File: src/rtl/centroid_pair_collector_pkg.sv
// Shared constants and types for the centroid pair collector and the parallax depth stage.
package centroid_pair_collector_pkg;

  localparam int MAX_PLAYERS = 4;
  localparam int X_W         = 11;
  localparam int Y_W         = 10;

  localparam logic [1:0] ONE_PLAYER   = 2'b00;
  localparam logic [1:0] TWO_PLAYERS  = 2'b01;
  localparam logic [1:0] THREE_PLAYERS = 2'b10;
  localparam logic [1:0] FOUR_PLAYERS = 2'b11;

  typedef enum logic [1:0] {
    IDLE    = 2'b00,
    COLLECT = 2'b01,
    EMIT    = 2'b10
  } collector_state_t;

  // Slots that must be written for a frame with the given player count code.
  function automatic logic [MAX_PLAYERS-1:0] active_mask(input logic [1:0] np);
    case (np)
      ONE_PLAYER:    return 4'b0001;
      TWO_PLAYERS:   return 4'b0011;
      THREE_PLAYERS: return 4'b0111;
      default:       return 4'b1111;
    endcase
  endfunction

endpackage

File: src/rtl/centroid_pair_collector_slot_bank.sv
// Per-camera centroid slot storage: x/y registers, written-slot mask and frame-done flag.
// Snapshot outputs show the bank contents with this cycle's beat already merged in.
module centroid_slot_bank
  import centroid_pair_collector_pkg::*;
#(
  parameter int N_SLOTS = MAX_PLAYERS,
  parameter int XW      = X_W,
  parameter int YW      = Y_W
) (
  input  logic               i_clk,
  input  logic               i_rst_n,
  input  logic               i_clr,
  input  logic               i_wr_en,
  input  logic               i_wr_keep,
  input  logic               i_wr_last,
  input  logic [1:0]         i_wr_idx,
  input  logic [XW-1:0]      i_wr_x,
  input  logic [YW-1:0]      i_wr_y,
  output logic [XW-1:0]      o_snap_x [N_SLOTS],
  output logic [YW-1:0]      o_snap_y [N_SLOTS],
  output logic [N_SLOTS-1:0] o_snap_mask,
  output logic               o_done,
  output logic               o_done_next
);

  logic [XW-1:0]      r_x [N_SLOTS];
  logic [YW-1:0]      r_y [N_SLOTS];
  logic [N_SLOTS-1:0] r_mask;
  logic               r_done;
  logic               w_store;
  logic [N_SLOTS-1:0] w_hit;

  // Beats arriving after this camera closed its frame are dropped here.
  assign w_store     = i_wr_en & i_wr_keep & ~r_done;
  assign o_done      = r_done;
  assign o_done_next = r_done | (i_wr_en & i_wr_last);

  always_comb begin
    w_hit = '0;
    for (int i = 0; i < N_SLOTS; i++) begin
      w_hit[i] = w_store && (i_wr_idx == 2'(i));
    end
  end

  always_ff @(posedge i_clk or negedge i_rst_n) begin
    if (!i_rst_n) begin
      for (int i = 0; i < N_SLOTS; i++) begin
        r_x[i] <= '0;
        r_y[i] <= '0;
      end
      r_mask <= '0;
      r_done <= 1'b0;
    end else if (i_clr) begin
      r_mask <= '0;
      r_done <= 1'b0;
    end else begin
      for (int i = 0; i < N_SLOTS; i++) begin
        if (w_hit[i]) begin
          r_x[i]    <= i_wr_x;
          r_y[i]    <= i_wr_y;
          r_mask[i] <= 1'b1;
        end
      end
      if (i_wr_en && i_wr_last) r_done <= 1'b1;
    end
  end

  always_comb begin
    o_snap_mask = r_mask | w_hit;
    for (int i = 0; i < N_SLOTS; i++) begin
      o_snap_x[i] = w_hit[i] ? i_wr_x : r_x[i];
      o_snap_y[i] = w_hit[i] ? i_wr_y : r_y[i];
    end
  end

endmodule

File: src/rtl/centroid_pair_collector.sv
// Collects per-camera centroid beats into one two-camera frame and emits it with a one-cycle pulse.
// Optional frame-abandon timer when COLLECTOR_TIMEOUT_EN is defined.
//
// state   | meaning
// IDLE    | no beat accepted yet for this frame
// COLLECT | storing beats until both cameras have closed the frame
// EMIT    | snapshot presented, data_valid_out high, input stalled
module centroid_pair_collector #(
  parameter int MAX_PLAYERS    = 4,
  parameter int X_W            = 11,
  parameter int Y_W            = 10,
  parameter int TIMEOUT_CYCLES = 2000000
) (
  input  logic           clk_in,
  input  logic           rst_n_in,
  input  logic [1:0]     num_players_in,
  input  logic           cen_valid_in,
  output logic           cen_ready_out,
  input  logic           cen_cam_in,
  input  logic [1:0]     cen_idx_in,
  input  logic [X_W-1:0] cen_x_in,
  input  logic [Y_W-1:0] cen_y_in,
  input  logic           cen_last_in,
  output logic           data_valid_out,
  output logic [1:0]     num_players_out,
  output logic [X_W-1:0] x_out_1 [MAX_PLAYERS],
  output logic [X_W-1:0] x_out_2 [MAX_PLAYERS],
  output logic [Y_W-1:0] y_out_1 [MAX_PLAYERS],
  output logic [Y_W-1:0] y_out_2 [MAX_PLAYERS],
  output logic           incomplete_out,
  output logic [7:0]     drop_count_out
);
  import centroid_pair_collector_pkg::*;

  collector_state_t       r_state, w_state_next;
  logic                   r_ready;
  logic [1:0]             r_num_players, w_np_eff;
  logic                   w_accept, w_keep, w_complete, w_timeout, w_bank_clr;
  logic                   w_wr1, w_wr2;
  logic                   w_done1, w_done2, w_done1_next, w_done2_next;
  logic [MAX_PLAYERS-1:0] w_mask1, w_mask2, w_act;
  logic [X_W-1:0]         w_snap_x1 [MAX_PLAYERS];
  logic [X_W-1:0]         w_snap_x2 [MAX_PLAYERS];
  logic [Y_W-1:0]         w_snap_y1 [MAX_PLAYERS];
  logic [Y_W-1:0]         w_snap_y2 [MAX_PLAYERS];

  assign w_accept   = cen_valid_in & r_ready;
  // The first beat of a frame is judged against the count it brings with it.
  assign w_np_eff   = (r_state == IDLE) ? num_players_in : r_num_players;
  assign w_keep     = (cen_idx_in <= w_np_eff);
  assign w_wr1      = w_accept & ~cen_cam_in;
  assign w_wr2      = w_accept & cen_cam_in;
  assign w_complete = w_accept & w_done1_next & w_done2_next;
  assign w_act      = active_mask(w_np_eff);

  centroid_slot_bank #(.N_SLOTS(MAX_PLAYERS), .XW(X_W), .YW(Y_W)) u_bank_cam1 (
    .i_clk       (clk_in),
    .i_rst_n     (rst_n_in),
    .i_clr       (w_bank_clr),
    .i_wr_en     (w_wr1),
    .i_wr_keep   (w_keep),
    .i_wr_last   (cen_last_in),
    .i_wr_idx    (cen_idx_in),
    .i_wr_x      (cen_x_in),
    .i_wr_y      (cen_y_in),
    .o_snap_x    (w_snap_x1),
    .o_snap_y    (w_snap_y1),
    .o_snap_mask (w_mask1),
    .o_done      (w_done1),
    .o_done_next (w_done1_next)
  );

  centroid_slot_bank #(.N_SLOTS(MAX_PLAYERS), .XW(X_W), .YW(Y_W)) u_bank_cam2 (
    .i_clk       (clk_in),
    .i_rst_n     (rst_n_in),
    .i_clr       (w_bank_clr),
    .i_wr_en     (w_wr2),
    .i_wr_keep   (w_keep),
    .i_wr_last   (cen_last_in),
    .i_wr_idx    (cen_idx_in),
    .i_wr_x      (cen_x_in),
    .i_wr_y      (cen_y_in),
    .o_snap_x    (w_snap_x2),
    .o_snap_y    (w_snap_y2),
    .o_snap_mask (w_mask2),
    .o_done      (w_done2),
    .o_done_next (w_done2_next)
  );

  always_ff @(posedge clk_in or negedge rst_n_in) begin
    if (!rst_n_in) begin
      r_state <= IDLE;
      r_ready <= 1'b0;
    end else begin
      r_state <= w_state_next;
      r_ready <= (w_state_next != EMIT);
    end
  end

  always_comb begin
    w_state_next = r_state;
    case (r_state)
      IDLE:    if (w_accept) w_state_next = COLLECT;
      COLLECT: begin
        if (w_complete)     w_state_next = EMIT;
        else if (w_timeout) w_state_next = IDLE;
      end
      EMIT:    w_state_next = IDLE;
      default: w_state_next = IDLE;
    endcase
  end

  always_comb begin
    data_valid_out = (r_state == EMIT);
    cen_ready_out  = r_ready;
    w_bank_clr     = (r_state == EMIT) | w_timeout;
  end

  always_ff @(posedge clk_in or negedge rst_n_in) begin
    if (!rst_n_in) begin
      r_num_players <= '0;
    end else if (r_state == IDLE && w_accept) begin
      r_num_players <= num_players_in;
    end
  end

  // Unwritten slots keep whatever the previous frame left on the outputs.
  always_ff @(posedge clk_in or negedge rst_n_in) begin
    if (!rst_n_in) begin
      for (int i = 0; i < MAX_PLAYERS; i++) begin
        x_out_1[i] <= '0;
        y_out_1[i] <= '0;
        x_out_2[i] <= '0;
        y_out_2[i] <= '0;
      end
      num_players_out <= '0;
      incomplete_out  <= 1'b0;
    end else if (w_complete) begin
      for (int i = 0; i < MAX_PLAYERS; i++) begin
        if (w_mask1[i]) begin
          x_out_1[i] <= w_snap_x1[i];
          y_out_1[i] <= w_snap_y1[i];
        end
        if (w_mask2[i]) begin
          x_out_2[i] <= w_snap_x2[i];
          y_out_2[i] <= w_snap_y2[i];
        end
      end
      num_players_out <= w_np_eff;
      incomplete_out  <= ((w_mask1 & w_act) != w_act) | ((w_mask2 & w_act) != w_act);
    end
  end

`ifdef COLLECTOR_TIMEOUT_EN
  localparam int TMO_W = $clog2(TIMEOUT_CYCLES + 1);

  logic [TMO_W-1:0] r_tmo_cnt;
  logic [7:0]       r_drop_cnt;
  logic             w_one_done;

  assign w_one_done = (r_state == COLLECT) & (w_done1 ^ w_done2);
  // A completing beat on the terminal count still emits the frame.
  assign w_timeout  = w_one_done & (r_tmo_cnt == '0) & ~w_complete;

  always_ff @(posedge clk_in or negedge rst_n_in) begin
    if (!rst_n_in) begin
      r_tmo_cnt  <= TMO_W'(TIMEOUT_CYCLES - 1);
      r_drop_cnt <= '0;
    end else begin
      if (!w_one_done || w_timeout) r_tmo_cnt <= TMO_W'(TIMEOUT_CYCLES - 1);
      else                          r_tmo_cnt <= r_tmo_cnt - 1'b1;
      if (w_timeout && r_drop_cnt != 8'hFF) r_drop_cnt <= r_drop_cnt + 8'd1;
    end
  end

  assign drop_count_out = r_drop_cnt;
`else
  logic w_unused_cfg;

  assign w_timeout      = 1'b0;
  assign drop_count_out = '0;
  assign w_unused_cfg   = (TIMEOUT_CYCLES == 0) | w_done1 | w_done2;
`endif

endmodule

File: config.mk
export PLATFORM = sky130hd
export DESIGN_NAME = centroid_pair_collector
export DESIGN_NICKNAME = d
export VERILOG_FILES = /design/src/rtl/centroid_pair_collector_pkg.sv /design/src/rtl/centroid_pair_collector_slot_bank.sv /design/src/rtl/centroid_pair_collector.sv
export SDC_FILE = /design/constraint.sdc
export NUM_CORES = 1
export LEC_CHECK = 0
export BUFFER_PORTS_ARGS = -buffer_cell sky130_fd_sc_hd__buf_2
export CELL_PAD_IN_SITES_DETAIL_PLACEMENT = 0
export CELL_PAD_IN_SITES_GLOBAL_PLACEMENT = 1
export CORE_UTILIZATION = 38
export CTS_CLUSTER_SIZE = 25
export DETAILED_ROUTE_END_ITERATION = 10
export GPL_TIMING_DRIVEN = 0
export PLACE_DENSITY = 0.74
export RECOVER_POWER = 50
export SLEW_MARGIN = 10
export SYNTH_ARGS = -nofsm -noshare
export SYNTH_HDL_FRONTEND = slang
export SYNTH_HIERARCHICAL = 1
export SYNTH_SLANG_ARGS = --single-unit
File: constraint.sdc
create_clock -name clk_in -period 5.4 [get_ports clk_in]
set_clock_uncertainty 0.05 [all_clocks]
set_input_delay 1.08 -clock clk_in [delete_from_list [all_inputs] [get_ports clk_in]]
set_output_delay 1.08 -clock clk_in [all_outputs]
set_load 0.01 [all_outputs]
# Yosys cells after proc, flatten, opt, wreduce, memory -nomap -nowiden
# Index checks and enable logic that the tools add are counted.
[op_classes]
bitwise_logic = 21
n_lt_le_gt_ge = 1
reduce_logical = 32
eq_ne = 10
muxes = 35
[ops]
columns = ["cell", "n"]
rows = [
  ["2-to-1 mux 11 bit", 8],
  ["2-to-1 mux 10 bit", 8],
  ["nonzero test 2 bit", 10],
  ["AND reduction 2 bit", 8],
  ["2-to-1 mux 1 bit", 12],
  ["case mux 4 bit (3 select lines)", 1],
  ["bitwise AND 1 bit", 11],
  ["logical AND 1 bit", 11],
  ["bitwise AND 4 bit", 2],
  ["equality test 2 bit, second input constant", 4],
  ["2-to-1 mux 4 bit", 2],
  ["inequality test 4 bit", 2],
  ["OR 4 bit", 2],
  ["equality test 2 x 1 -> 1 bit, second input constant", 3],
  ["logical NOT 2 bit", 3],
  ["2-to-1 mux 2 bit", 3],
  ["case mux 2 bit (2 select lines)", 1],
  ["NOT 1 bit", 3],
  ["OR 1 bit", 3],
  ["less-or-equal comparator 2 bit", 1],
  ["inequality test 2 bit, second input constant", 1],
]
[word_totals]
input_bits = 30
register_bits = 354
output_inout_bits = 181
word_cells = 146

# Longest topological paths before layout
# Gate-level depths: netlist of the first run.
[depth]
depth_word = 10
mapped_depth = 15
ltp_nobuf = 13

# Modules after synthesis
# The synthesis of the first run kept the hierarchy.
[modules_own_cells]
columns = ["mod", "n_inst", "area_per_inst_um2", "cells_each", "seq_area_each_um2"]
rows = [
  ["centroid_slot_bank", 2, 4538.1, 300, 2227.1],
  ["centroid_pair_collector", 1, 7030.5, 413, 4404.2],
]

# Worst setup path after synthesis of the first run
# No wires, ideal clock.
[synth_timing]
kind = "in2reg"
from = "input port num_players_in[1]"
to = "register x_out_1[22] in the netlist's numbering"
t_arrival_ns = 3.387
t_required_ns = 5.225
path_buffers = 3
path_stages = 13
setup_time_ns = 0.125
path_slack_ns = 1.838
cell_sequence = "mux2_2 > inv_1 > ha_1 > nand2_1 > o21ai_0 > and3b_2 > and3b_1 > buf_6 > buf_8 > or2_2 > nand2_1 > buf_2 > mux2_2"
[synth_via]
elab_chain_cells = 7
elab_cells_between_ends = 8
cone_classes = "order compare: 1; mux: 2; bitwise: 3; reduce/logical: 2"
[synth_rtl]
columns = ["item", "line", "text"]
rows = [
  ["from (decl)", "centroid_pair_collector.sv:16", "input logic [1:0] num_players_in,"],
  ["2-to-1 mux 2 bit", "centroid_pair_collector.sv:49", "assign w_np_eff = (r_state == IDLE) ? num_players_in : r_num_players;"],
  ["less-or-equal comparator 2 bit", "centroid_pair_collector.sv:50", "assign w_keep = (cen_idx_in <= w_np_eff);"],
  ["net w_keep", "centroid_pair_collector.sv:38", "logic w_accept, w_keep, w_complete, w_timeout, w_bank_clr;"],
  ["bitwise AND 1 bit (2 in a row)", "centroid_pair_collector_slot_bank.sv:34", "assign w_store = i_wr_en & i_wr_keep & ~r_done;"],
  ["logical AND 1 bit", "centroid_pair_collector_slot_bank.sv:41", "w_hit[i] = w_store && (i_wr_idx == 2'(i));"],
  ["OR 4 bit", "centroid_pair_collector_slot_bank.sv:69", "o_snap_mask = r_mask | w_hit;"],
  ["net w_mask1[1]", "centroid_pair_collector.sv:41", "logic [MAX_PLAYERS-1:0] w_mask1, w_mask2, w_act;"],
  ["AND reduction 2 bit (no line)", "--", ""],
  ["to (signal, indexed assignment)", "centroid_pair_collector.sv:141", "x_out_1[i] <= w_snap_x1[i];"],
  ["to (decl)", "centroid_pair_collector.sv:26", "output logic [X_W-1:0] x_out_1 [MAX_PLAYERS],"],
]
# The timed path passes the listed nets, and every way through them passes these cells.
# A chain may end at the register's enable or synchronous reset.

# Worst setup path in the final report of the first run
[layout_timing]
from = "register r_state[0]"
to = "register x_out_2[9] in the netlist's numbering"
[layout_via]
elab_chain_cells = 8
elab_cells_between_ends = 9
cone_classes = "order compare: 1; mux: 2; bitwise: 3; reduce/logical: 3"
[layout_rtl]
columns = ["item", "line", "text"]
rows = [
  ["from (decl)", "centroid_pair_collector.sv:35", "collector_state_t r_state, w_state_next;"],
  ["from (signal assigned)", "centroid_pair_collector.sv:95", "r_state <= w_state_next;"],
  ["logical NOT 2 bit", "centroid_pair_collector.sv:49", ""],
  ["2-to-1 mux 2 bit", "centroid_pair_collector.sv:49", ""],
  ["less-or-equal comparator 2 bit", "centroid_pair_collector.sv:50", ""],
  ["net w_keep", "centroid_pair_collector.sv:38", ""],
  ["bitwise AND 1 bit (2 in a row)", "centroid_pair_collector_slot_bank.sv:34", ""],
  ["logical AND 1 bit", "centroid_pair_collector_slot_bank.sv:41", ""],
  ["OR 4 bit", "centroid_pair_collector_slot_bank.sv:69", ""],
  ["net w_mask2[3]", "centroid_pair_collector.sv:41", ""],
  ["AND reduction 2 bit (no line)", "--", ""],
  ["to (signal, indexed assignment)", "centroid_pair_collector.sv:145", "x_out_2[i] <= w_snap_x2[i];"],
  ["to (decl)", "centroid_pair_collector.sv:27", "output logic [X_W-1:0] x_out_2 [MAX_PLAYERS],"],
]
# The timed path passes the listed nets, and every way through them passes these cells.

==> summary.txt, run 1 <==
Floorplanning
  – Ports: 211
  – Rows: 75
  – Die H: 208 um
  – Core area: 41900 um2
  – Die X: 208 um
  – Initial Util: 38.5%
  – Die ar.: 43200 um2

Synthesis
  – Cells after Synth: 1013
  – Ys flop type: dfrtp_1
  – Mapped cell area: 16100 um2
  – Post-synthesis sequential area ratio: 55.0%
  – Synth top area share: 55.0%
  – Mean post-synth cell area: 15.9 um2
  – Cell variety after synth: 35
  – Yosys reg bits: 354
  – Number of synthesized flops with an enable pin: 0
  – Synth area leader: dfrtp_1
  – Synth area leaders: dfrtp_1 55%, mux2_2 26%, mux2_4 12%, buf_2 1.1%, buf_6 0.84%
  – Asr flop ratio synth: 100%
  – Synth Warn #: 6

Cells and area
  – Reg area: 8860 um2
  – Final #Nets: 1299
  – Multi-input gate area: 6740 um2
  – Layout area overhead: 18.8%
  – Final Util: 45.7%
  – Commonest non-fill, non-tap cell in the layout: mux2_2
  – Fillcell total: 3817
  – Share of cells above drive strength 1: 59.7%
  – Most frequent cells in the layout: 377 x mux2_2, 354 x dfrtp_1, 157 x buf_2

Place
  – GPL Wtd Cong: 0.763
  – Port bufs: 202
  – Detailed placement HPWL: 25300 um

Worst setup path
  – Worst Path Required: 5.78 ns
  – CP max stage cell: dfrtp_1
  – WP data arrival: 3.96 ns
  – RR Startpoint: r_state[0]
  – Kind of critical path: reg -> reg
  – Reg2Reg Depth: 14
  – Crit path launch type: register
  – CP max stage delay: 0.44 ns
  – Reg2Reg Setup Slack: 1.81 ns
  – Reg2reg end: x_out_2[9]
  – CP cell instances: nor2_1 > mux2_2 > inv_1 > ha_1 > nand2_1 > o21ai_0 > and3_2 > and3b_1 > buf_6 > buf_6 > or2_2 > nand2_1 > buf_2 > mux2_2
  – Max FO, Critical Path: 10
  – Critical Path End Type: register

Global route
  – M1 GR Usage: 22.3%
  – Congestion Overflow GR: 0
  – Largest net degree at the start of global routing: 111
  – First-pass GRT wire length: 56300 um
  – Initial antenna violation count: 0
  – M2 GR Usage: 28.4%
  – Vias in the first global route: 9352
  – Global-route met3 utilization: 3.39%
  – GRT Util Overall: 17.1%
  – Global route hottest layer: met2

Drt
  – Total wire length: 36500 um
  – Detailed Route Iter0 Violations: 285
  – DR vias: 8991
  – Vias/cell: 4.89
  – Routed WL per cell: 19.8 um
  – Post-DRT Antenna Nets: 0
  – DR pass1 iterations: 4
  – DRC: 0

Clock network
  – Hold Buf Count CTS: 0
  – Max Root-Sink Buffers: 3
  – H-tree levels: 2
  – CTS tree: yes
  – Root Buffer: clkbuf_16
  – Post_cts resized: 0
  – Post-CTS Setup Inserts: 0
  – Total CTS buffers: 40
  – Clk sinks: 354
  – Reg clk slew, reported paths: 0.06 ns
  – Clk_lat worst skew: 0.56 ns

STA
  – Slew @ Worst Pin: 2.52 ns
  – Hold Vio Cnt, Final: 0
  – Rel. slew slack: -67.9%
  – Setup violators final: 0
  – Final worst path period need: 3.59 ns
  – Period utilization: 66.5%
  – WHS: 0.434 ns
  – Fmax: 0.279 GHz
  – Max Slew Vio Count: 41
  – RSZ-0062 raised after global routing: false

Power and ir drop
  – Clk pwr share: 25.8%
  – Max VDD drop: 231 uV
  – Psw: 3190 uW
  – PD cells: 566 nW/um2
  – Switching Share: 29.4%
  – Sequential power share: 41.4%
  – Logic pwr share: 32.8%
  – Int Pwr: 7660 uW
  – LEAKAGE: 0.00962 uW

Min path
  – HP Start: u_bank_cam1/r_mask[2]
  – Min-Delay Path Depth: 2
  – Worst Hold End: u_bank_cam1/r_mask[2]
  – Worst min path class: reg -> reg

Run status
  – Failing checks: max-capacitance violations, max-slew violations
  – Status: finished, violations left

Flow run
  – Max-cap violation count: 1
==> cell usage after synthesis (3+ instances only) <==
master	count
a21oi_1	6
and3_2	3
and3b_1	4
buf_12	5
buf_2	34
buf_4	8
buf_6	12
dfrtp_1	354
inv_1	7
mux2_2	377
mux2_4	132
nand2_1	17
nand2_4	3
nand3_1	4
nor2_1	12
nor2b_1	4
nor3_1	3
o21ba_2	4
or2_2	4
==> per-layer routing <==
layer | part of all wire (%) | up-vias | wire, um
li1 | - | 4148 | -
met1 | 45 | 4639 | 16500
met2 | 48 | 153 | 17700
met3 | 4.2 | 51 | 1540
met4 | 2.3 | 0 | 822
met5 | 0 | - | 0
==> registers in the layout (all words and copies together) (netlist names), 2 cells and up <==
| signal | cells |
|---|---|
| num_players_out | 2 |
| x_out_1 | 44 |
| u_bank_cam2/r_mask | 4 |
| u_bank_cam1/r_mask | 4 |
| u_bank_cam2/r_x | 44 |
| u_bank_cam1/r_x | 44 |
| y_out_1 | 40 |
| x_out_2 | 44 |
| u_bank_cam1/r_y | 40 |
| r_state | 2 |
| r_num_players | 2 |
| u_bank_cam2/r_y | 40 |
| y_out_2 | 40 |
==> layout make-up <==
type / count / area share [%]
repair buffers: 205 / 5.20
inverters: 7 / 0.137
plain buffers: 61 / 2.50
clock inverters: 14 / 0.987
diodes: 3 / 0.0392
well taps: 539 / 3.52
flip-flops and latches: 354 / 46.3
clock buffers: 58 / 6.11
multi-input cells: 598 / 35.2
==> logic make-up (layout without fill, tap and decap cells) <==
logic type                 after synthesis  in the layout  share of synthesized area [%]
buffers and inverters                   68            345                           3.24
AOI/OAI and AO/OA                       17             17                          0.746
adders and majority gates                2              2                          0.155
muxes                                  509            509                           38.7
DFF                                    354            354                           55.0
and+or+nand+nor                         62             62                           2.18
other                                    1             11                         0.0233
==> worst max-delay path by stage <==
stage                                 start     endpoint  slack [ns]
after global placement             rst_n_in  y_out_2[27]       -3.83
after detailed placement  num_players_in[1]   x_out_2[9]        1.34
final                            r_state[0]   x_out_2[9]        1.81
after floorplan           num_players_in[1]  x_out_1[22]        1.84
after global routing               rst_n_in  y_out_1[27]        1.55
after CTS                        r_state[0]   x_out_2[9]        1.79
==> stage by stage <==
step                total power (uW)  setup slack [ns]   TNS, ns  std cells  instance area, um2
floorplan                       6920              1.84         0       1020               16100
global placement                8120             -3.83  -1339.74       1761               17800
detailed placement              8250              1.34         0       1764               17900
CTS                            11100              1.79         0       1836               19300
global route                   11500              1.55         0       1836               19100
finish                         10800              1.81         0       1839               19100
==> power groups by stage <==
stage / clock network, uW / logic (uW) / registers [uW]
after global placement: 0 / 3630 / 4490
after CTS: 2890 / 3730 / 4490
after floorplan: 0 / 2210 / 4710
after detailed placement: 0 / 3710 / 4530
final: 2790 / 3560 / 4490
after global routing: 2980 / 3850 / 4650
==> critical path, delay by kind of cell (launching register included) <==
family | cells | cell delay, ns
buffers and inverters | 4 | 0.70
adder cells (fa/ha/maj) | 1 | 0.24
AO/OA/AOI/OAI | 1 | 0.13
AND/OR/NAND/NOR | 6 | 1.16
flip-flops | 1 | 0.44
multiplexers | 2 | 0.76
No activity file was read; power rests on OpenSTA's default activity.
==> run 2: changes to the inputs <==
==> constraint.sdc (replaced) <==
create_clock -name clk_in -period 3.6 [get_ports clk_in]
set_clock_uncertainty 0.05 [all_clocks]
set_input_delay 0.72 -clock clk_in [delete_from_list [all_inputs] [get_ports clk_in]]
set_output_delay 0.72 -clock clk_in [all_outputs]
set_load 0.01 [all_outputs]
==> run 2 against run 1 <==
  * The flow now finishes without violations
  * Largest power group unchanged
  * Critical endpoint is now x_out_1[25]
  * Clock power up 50%
  * Wire length about the same
  * Cell count about the same
  * Sequential share of layout area grew 0.30 points
  * Combinational power increased by 46%
  * Critical path depth unchanged
  * Sequential power increased by 51%
==> summary.txt, run 2 (same netlist as run 1, synthesis figures left out) <==
Run status
  – Status: finished, final reports clean

Worst setup path
  – RR Startpoint: r_state[0]
  – CP max stage delay: 0.45 ns
  – Worst Path Required: 3.97 ns
  – Kind of critical path: reg -> reg
  – Reg2Reg Setup Slack: 0.16 ns
  – Critical Path End Type: register
  – Reg2Reg Depth: 14
  – CP max stage cell: dfrtp_1
  – CP delay by family, top: simple AND/OR/NAND/NOR gates
  – WP data arrival: 3.81 ns
  – CP cell instances: nor2_2 > mux2_2 > inv_1 > ha_1 > nand2_1 > o21ai_1 > and3b_2 > and3b_1 > buf_6 > buf_8 > or2_2 > nand2_1 > clkbuf_4 > mux2_2
  – Crit path launch type: register
  – CP bufs+invs: 4
  – Reg2reg end: x_out_1[25]
  – Max FO, Critical Path: 10

STA
  – Fmax: 0.291 GHz
  – Max Slew Vio Count: 0
  – Worst setup margin: 0.162 ns
  – Hold Vio Cnt, Final: 0
  – Final worst path period need: 3.44 ns
  – RSZ-0062 raised after global routing: false
  – Rel. slew slack: 2.60%
  – Slew @ Worst Pin: 1.46 ns
  – Period utilization: 95.5%
  – Setup violators final: 0

Cells and area
  – Fillcell total: 3842
  – Commonest non-fill, non-tap cell in the layout: mux2_2
  – Layout area overhead: 18.1%
  – Fin cells: 1838
  – Share of cells above drive strength 1: 52.5%
  – Final #Nets: 1300
  – Most frequent cells in the layout: 377 x mux2_2, 354 x dfrtp_1, 182 x clkbuf_1

Floorplanning
  – Die X: 208 um
  – Ports: 211
  – Core area: 41900 um2
  – Rows: 75
  – Initial Util: 38.5%
  – Die H: 208 um
  – Die ar.: 43200 um2

Min path
  – HP Start: num_players_in[0]
  – Worst Hold End: r_num_players[0]
  – Min-Delay Path Depth: 2
  – Worst min path class: in -> reg

Clock network
  – Clk_lat worst skew: 0.56 ns
  – Clk sinks: 354
  – CTS tree: yes
  – Total CTS buffers: 40
  – Reg clk slew, reported paths: 0.06 ns
  – H-tree levels: 2
  – Post-CTS Setup Inserts: 0
  – Max Root-Sink Buffers: 3
  – Root Buffer: clkbuf_16

Drt
  – Routed WL per cell: 19.9 um
  – Post-DRT Antenna Nets: 0
  – DR pass1 iterations: 4
  – DRC: 0
  – DR vias: 8982
  – Vias/cell: 4.89
  – Detailed Route Iter0 Violations: 295
  – Total wire length: 36500 um

Power and ir drop
  – PD cells: 849 nW/um2
  – LEAKAGE: 0.00926 uW
  – Max VDD drop: 338 uV

Place
  – Port bufs: 202
  – Dpl ws: -0.0954 ns
  – GPL Wtd Cong: 0.763
  – Detailed placement HPWL: 25300 um
  – DP Cell Count: 1764

Global route
  – Largest net degree at the start of global routing: 111
  – Initial antenna violation count: 0
  – GRT Util Overall: 17.1%
  – First-pass GRT wire length: 56400 um
  – Congestion Overflow GR: 0
  – Vias in the first global route: 9362

Flow run
  – Max-cap violation count: 0
[run 2: layout make-up]
cell class	instances	area, um2	area share [%]
Sequential cell	354	8860	46.6
Multi-Input combinational cell	598	6750	35.5
Clock buffer	58	1170	6.15
Timing Repair Buffer	206	858	4.51
Tap cell	539	674	3.55
Buffer	61	492	2.59
Clock inverter	14	189	0.993
Inverter	7	26.3	0.138
Antenna cell	1	2.50	0.0132
[run 2: stage by stage]
| stage | total power (uW) | util [%] | setup TNS (ns) | hold WS (ns) | cell area [um2] |
|---|---|---|---|---|---|
| 6_report | 16100 | 45.4 | 0 | 0.367 | 19000 |
| 4_1_cts | 16700 | 46.1 | 0 | 0.324 | 19300 |
| 2_1_floorplan | 10400 | - | 0 | 0.374 | 16100 |
| 3_3_place_gp | 12200 | 42.6 | -1852.20 | 0.416 | 17800 |
| 5_1_grt | 17100 | 45.4 | 0 | 0.358 | 19000 |
| 3_5_place_dp | 12400 | 42.8 | -3.87 | 0.423 | 17900 |
[run 2: repair_timing]
| item | in CTS | in global routing |
|---|---|---|
| hold buffers | 1 | 0 |
| setup endpoints to repair | 5 | 61 |
| gates resized for setup | 1 | 7 |
| pin swaps | 0 | 0 |
| hold endpoints to repair | 40 | 0 |
[run 2: worst max-delay path by stage]
| stage | from | to | slack [ns] | cells past startpoint |
|---|---|---|---|---|
| 2_1_floorplan | num_players_in[1] | x_out_1[22] | 0.40 | 13 |
| 4_1_cts | r_state[0] | x_out_1[25] | 0.002 | 14 |
| 3_5_place_dp | num_players_in[1] | x_out_2[9] | -0.1 | 14 |
| 3_3_place_gp | rst_n_in | y_out_2[27] | -5.27 | 1 |
| 5_1_grt | r_state[0] | y_out_2[1] | 0.01 | 14 |
| 6_report | r_state[0] | x_out_1[25] | 0.16 | 14 |
[run 2: where the power goes]
part           internal [uW]  switching [uW]
Clock                   2550            1630
Combinational           3000            2200
Sequential              5800             964
[run 2: routing by layer]
metal	part of all wire, %	vias up	routed length, um	global-route usage (%)
met3	4.1	52	1490	3.39
met5	0	-	0	0
met4	2.2	0	815	5.93
met2	48	156	17600	28.4
li1	-	4144	-	-
met1	45	4630	16600	22.3
